===== src/rtl/seg_counter.sv =====
// Up/down/load counter with wrap or saturate mode, terminal-count pulse and a
// coherent lane snapshot held under a valid/ack handshake.
module seg_counter #(
   parameter int LANES    = 4,
   parameter int LANE_W   = 8,
   parameter bit SATURATE = 1'b0
) (
   input  logic                      clk,
   input  logic                      reset,
   input  logic                      en,
   input  logic                      up,
   input  logic                      load,
   input  logic [LANES*LANE_W-1:0]   load_val,
   input  logic                      snap_req,
   input  logic                      snap_ack,
   output logic [LANES*LANE_W-1:0]   count,
   output logic [LANES*LANE_W-1:0]   lanes,
   output logic                      snap_valid,
   output logic                      snap_drop,
   output logic                      tc
);

   localparam int CNT_W = LANES * LANE_W;
   localparam logic [CNT_W-1:0] MAX  = {CNT_W{1'b1}};
   localparam logic [CNT_W-1:0] ZERO = '0;
   localparam logic [CNT_W-1:0] ONE  = {{(CNT_W-1){1'b0}}, 1'b1};

   logic at_bound;
   logic take;

   // Next value for one enabled step; at a boundary either wrap or hold.
   function automatic logic [CNT_W-1:0] step_val(input logic [CNT_W-1:0] cur,
                                                 input logic             dir_up);
      logic [CNT_W-1:0] nxt;
      if (dir_up) begin
         if (cur == MAX) nxt = SATURATE ? MAX : ZERO;
         else            nxt = cur + ONE;
      end else begin
         if (cur == ZERO) nxt = SATURATE ? ZERO : MAX;
         else             nxt = cur - ONE;
      end
      return nxt;
   endfunction

   always_comb begin
      at_bound = up ? (count == MAX) : (count == ZERO);
      take     = snap_req & (~snap_valid | snap_ack);
   end

   always_ff @(posedge clk) begin
      if (reset) begin
         count      <= '0;
         lanes      <= '0;
         snap_valid <= 1'b0;
         snap_drop  <= 1'b0;
         tc         <= 1'b0;
      end else begin
         tc <= ~load & en & at_bound;
         if (load)    count <= load_val;
         else if (en) count <= step_val(count, up);

         // Snapshot samples the pre-edge count, independent of load/en this cycle.
         if (take) begin
            lanes      <= count;
            snap_valid <= 1'b1;
         end else if (snap_ack & snap_valid) begin
            snap_valid <= 1'b0;
         end
         snap_drop <= snap_req & snap_valid & ~snap_ack;
      end
   end

endmodule


===== config.mk =====
export PLATFORM = sky130hd
export DESIGN_NAME = seg_counter
export DESIGN_NICKNAME = d
export VERILOG_FILES = /design/src/rtl/seg_counter.sv
export SDC_FILE = /design/constraint.sdc
export NUM_CORES = 1
export LEC_CHECK = 0
export ABC_AREA = 1
export BUFFER_PORTS_ARGS = -buffer_cell sky130_fd_sc_hd__buf_2
export CAP_MARGIN = 0
export CORE_ASPECT_RATIO = 0.5
export CORE_MARGIN = 2
export CORE_UTILIZATION = 60
export DETAILED_ROUTE_END_ITERATION = 8
export GPL_ROUTABILITY_DRIVEN = 0
export PLACE_DENSITY = 0.87
export SLEW_MARGIN = 30
export SYNTH_ARGS = -nofsm -noshare
export SYNTH_HDL_FRONTEND = slang
export SYNTH_SLANG_ARGS = --single-unit

===== constraint.sdc =====
create_clock -name clk -period 4.9 [get_ports clk]
set_input_delay 0.98 -clock clk [delete_from_list [all_inputs] [get_ports clk]]
set_output_delay 0.98 -clock clk [all_outputs]
set_load 0.005 [all_outputs]

==> Word level (Yosys, flattened, before mapping) <==
Cells that the tools add are included.
{ "word_totals": {"mem_bits_rw": 0, "register_bits": 67, "rom_bits": 0, "latch_bits": 0, "in_bits": 39, "memories": 0} }
{ "op_classes": {"n_lt_le_gt_ge": 0, "n_eq_ne": 1, "div": 0, "shifts": 0, "n_bitwise": 10, "reduce_logical": 3, "n_mul": 0, "add_sub_neg": 2, "muxes": 8} }
{ "op_table": {"columns": ["operator", "n"], "rows": [
  ["$mux W32", 5],
  ["$add A32 B1 Y32 const B", 1],
  ["$eq A32 B32 Y1 const B", 1],
  ["$logic_not A32 Y1", 1],
  ["$sub A32 B1 Y32 const B", 1],
  ["$and A1 B1 Y1", 6],
  ["$reduce_bool A2 Y1", 2],
  ["$mux W1", 3],
  ["$not A1 Y1", 3],
  ["$or A1 B1 Y1", 1]
]} }

==> Longest topological paths before layout <==
{ "depth": {"word_depth": 5, "ltp_mapped": 14, "ltp_nobuf": 13} }

==> Least setup slack after synthesis <==
Ideal clock, no wire load.
{ "synth_timing": {"kind": "input -> register", "startpoint": "in snap_req", "endpoint": "reg lanes[22]", "setup_slack_ns": 3.038, "t_arrival_ns": 1.792, "cell_stages": 5, "setup_ns": 0.070, "path_cell_list": "inv_1 > nor2_1 > clkbuf_1 > o21ai_0 > a21oi_1"} }
{ "synth_between": {"elab_chain_len": 1} }
{ "synth_lines": {"columns": ["item", "line_no", "rtl"], "rows": [
  ["start, declared", "14", "input logic snap_req,"],
  ["$and A1 B1 Y1", "47", "take = snap_req & (~snap_valid | snap_ack);"],
  ["end signal, assigned", "64", "lanes <= count;"],
  ["end, declared", "17", "output logic [LANES*LANE_W-1:0] lanes,"]
]} }
Every way passes these cells.
A chain may end at the register's enable or synchronous reset.

==> Worst setup path after layout <==
{ "layout_timing": {"startpoint": "in load", "endpoint": "reg count[1]"} }
{ "layout_between": {"elab_chain_len": 1, "word_cells_on_any_way": 2} }
{ "layout_lines": {"columns": ["item", "line_no", "rtl"], "rows": [
  ["start, declared", "12", "input logic load,"],
  ["$mux W32 / $reduce_bool A2 Y1 (equally long branches)", null, null],
  ["end signal, assigned", "59", "if (load) count <= load_val;"],
  ["end signal, assigned", "60", "else if (en) count <= step_val(count, up);"],
  ["end, declared", "16", "output logic [LANES*LANE_W-1:0] count,"]
]} }
Several ways; a longest one is shown, not always the timed one.

==> parameters.txt <==
Parameter                              Value

Outcome
  Run status    completed

Critical path
  Worst reg-to-reg setup slack    roughly 2400 ps
  Endpoint kind of the worst setup timing path    flip-flop
  Type of the worst setup path    primary input to flip-flop
  Cell type of the slowest stage on the worst timing path    sky130_fd_sc_hd__buf_2
  Critical path launch point type    primary input
  Critical Path RT    5100 ps
  Crit. path cell count    6
  Largest delay share family, worst path    buffers and inverters
  Critical path capture point    count[1]
  Cell count of the worst reg-to-reg path    10
  Worst reg2reg path endpoint    count[12]
  Worst path buffer plus inverter count    3
  Crit Path Max Fanout    31
  Launch point of the worst path    load
  Reg-to-reg critical path startpoint    count[0]
  CP max stage delay    ~540 ps
  Data arrival, critical path    2890 ps
  List of cells traversed by the critical path    buf_2 -> clkinv_1 -> nand2_1 -> inv_1 -> nand3_1 -> a21oi_1

Synthesis
  Synthesized netlist cell count    approximately 770
  Synthesized area    4850 um^2
  Post-synthesis area per instance    between 6 and 7 um^2
  Sequential element share of the synthesized area    0.2766
  Total number of yosys warnings    0
  Flip-flop and latch count after synthesis    67
  Number of different library cells in the post-synthesis netlist    31
  Nets in the synthesized netlist    a little over 800

Floorplan
  Number of I/O pins    106
  Starting Density    0.6128
  Die Wd    around 130 um
  Overall die area    roughly 8900 um^2
  Core area    about 7900 um^2
  Site Rows    23
  Chip height    67.57 um

Layout
  Diodes inserted    0
  Layout area overhead    16.07%
  Fillers    between 600 and 700
  Footprint of the multi-input gates    between 3000 and 4000 um^2
  Register area    ~1300 um^2
  Number of nets in the layout    between 800 and 900
  Fraction of final layout cells sized beyond drive strength 1    0.2201
  Summed area of non-filler cells in the final layout    around 5600 um^2
  Final Instance Count excl. Fillers    957

GRT
  Wire length of the first global-routing pass    23.96 mm
  GRT Resource Usage Total    0.3440
  Antenna violations before repair    0
  Pin count of the biggest net entering global routing    39
  GRT overflow    0
  Number of global-route vias before repair    4,828

STA
  Transition time at the pin with the least slew margin    between 900 and 1000 ps
  Relative slew slack    0.3990
  Final Max Tran Viols    0
  Number of hold violations in the final report    0
  Final min period    about 2700 ps
  Total negative setup slack    0 ps
  Share of the clock period used by the worst path after layout    0.5490
  Setup repair after global routing missed its margin    no
  Final Setup Violations    0
  Worst Setup Slack, final    roughly 2200 ps
  Maximum clock frequency    between 300 and 400 MHz
  Clock skew after layout    a little under 10 ps

Routing
  DRT iter0 DRCs    864
  Routed Wire Length    15.36 mm
  Routed via count divided by cell count    5.863
  Count of vias placed by the detailed router    about 5,600
  DRC violations left    0
  Post-DR wirelength/cell    about 16 um
  Detail Route Antenna Nets    0
  Iteration count of the initial detailed-routing pass    7

Clocking
  Worst skew pair latency    about 350 ps
  Post-CTS repair timing setup buffer count    0
  Sinks on the clock net    67
  Clock root buffer    sky130_fd_sc_hd__clkbuf_16
  CTS hold repair buffers    0
  Max Buffers Root-to-Sink    2
  Cts bufs inserted    9
  Clock transition at the registers of the reported paths    roughly 60 ps
  Cells resized by post-CTS repair    0
  CTS tree    done
  H-Tree Level Count    3

Place
  Placed instance count    941
  Post-Place Setup Slack    approximately 2000 ps
  Area after DPL    ~5300 um^2
  Detailed placer's ending HPWL    approximately 11 mm
  Port Buf Inserts    105

Job
  Maximum capacitance violations    0

Pwr
  VDD IR-drop max    around 0.19 mV
  Static leakage    approximately 0.0026 uW
  Pwr Density    around 300 nW/um^2

Min path
  Type of the worst min-delay path    flip-flop to flip-flop
  Beginning of the worst hold path    lanes[30]
## layout by cell type (no fill, tap or decap), types with 6 or more instances in the layout
master                      count
sky130_fd_sc_hd__nor2_1        67
sky130_fd_sc_hd__a21oi_1       61
sky130_fd_sc_hd__inv_1         56
sky130_fd_sc_hd__clkbuf_16      9
sky130_fd_sc_hd__nand2_1      189
sky130_fd_sc_hd__o21ai_0       65
sky130_fd_sc_hd__nor2_4        10
sky130_fd_sc_hd__nand2_2        6
sky130_fd_sc_hd__dfxtp_1       67
sky130_fd_sc_hd__nor2_2        15
sky130_fd_sc_hd__nor3_1         8
sky130_fd_sc_hd__inv_2         12
sky130_fd_sc_hd__buf_2        105
sky130_fd_sc_hd__xor2_1        28
sky130_fd_sc_hd__nand4_1        7
sky130_fd_sc_hd__a22oi_1       25
sky130_fd_sc_hd__o21ai_1       22
sky130_fd_sc_hd__nand3_1       57
## synthesized netlist by cell type, drive strengths merged
| library cell | instances | area [um^2] |
|---|---|---|
| nand3 | 62 | 335.3 |
| nand4 | 7 | 43.79 |
| nor4 | 1 | 6.260 |
| o21ai | 87 | 435.4 |
| a22oi | 25 | 187.7 |
| nand3b | 1 | 7.510 |
| dfxtp | 67 | 1341 |
| nor3 | 12 | 80.08 |
| clkbuf | 19 | 71.32 |
| nand2 | 199 | 792.0 |
| buf | 26 | 162.7 |
| inv | 67 | 251.5 |
| nor2 | 94 | 488.0 |
| xor2 | 28 | 245.2 |
| ha | 3 | 37.54 |
| clkinv | 2 | 7.510 |
| a21oi | 66 | 349.1 |
| o21a | 1 | 7.510 |
## where the power goes
| group | leakage (uW) | switching, uW | internal (uW) |
|---|---|---|---|
| combinational | 0.00195 | 240 | 133 |
| sequential | 0.000553 | 54.6 | 583 |
| clock | 0.000146 | 263 | 397 |
## flip-flops by register name, summed over array words and instances (netlist names)
register and cells:
tc 1, snap_valid 1, snap_drop 1, lanes 32, count 32
## worst register-to-register path, stage by stage, from the launching register on
cell	delay, ps
sky130_fd_sc_hd__dfxtp_1	360
sky130_fd_sc_hd__inv_1	240
sky130_fd_sc_hd__ha_1	340
sky130_fd_sc_hd__nand2_1	170
sky130_fd_sc_hd__nor2_2	380
sky130_fd_sc_hd__nand2_1	230
sky130_fd_sc_hd__xor2_1	190
sky130_fd_sc_hd__o21ai_1	120
sky130_fd_sc_hd__o21ai_0	110
sky130_fd_sc_hd__nand2_1	100
sky130_fd_sc_hd__a21oi_1	80
## stage by stage
step	util	power, uW	hold slack, ps
after floorplan	-	888.5	520.1
after global placement	0.6696	990.9	513.5
after detailed placement	0.6730	1004	518.6
after CTS	0.7113	1660	537.6
after global routing	0.7113	1745	566.4
final	0.7113	1670	531.9
## kinds of logic (layout without fill, tap and decap cells)
group                      Yosys count  in the layout  synth area share
and+or+nand+nor                    376            376            0.3615
AOI/OAI and AO/OA                  179            179            0.2020
buffers and inverters              114            192            0.1017
DFF                                 67             67            0.2766
xor gates and xnor gates            28             28           0.05057
adders and majority gates            3              3          0.007741
## worst min path at each step
stage                     depth (start not counted)  slack (ps)   endpoint
final                                             2         530  lanes[30]
after global routing                              2         570  lanes[25]
after CTS                                         2         540  lanes[25]
after detailed placement                          2         520  lanes[31]
after global placement                            2         510  lanes[26]
after floorplan                                   2         520  count[29]
## per-layer routing
metal,vias to the layer above,part of all wire,global-route usage,wire length [um]
li1,2665,-,-,-
met1,2488,0.44,0.4682,6727
met2,399,0.40,0.5125,6112
met3,59,0.14,0.1089,2102
met4,0,0.027,0.1318,420
met5,-,0,0,0
## cell type report
class	count	area share
well taps	112	0.02489
inverters	69	0.04601
clock inverters	7	0.01378
clock buffers	9	0.04001
multi-input cells	586	0.5375
flip-flops and latches	67	0.2383
repair buffers	107	0.09958
Note: power is estimated with default switching activity, not from simulation.
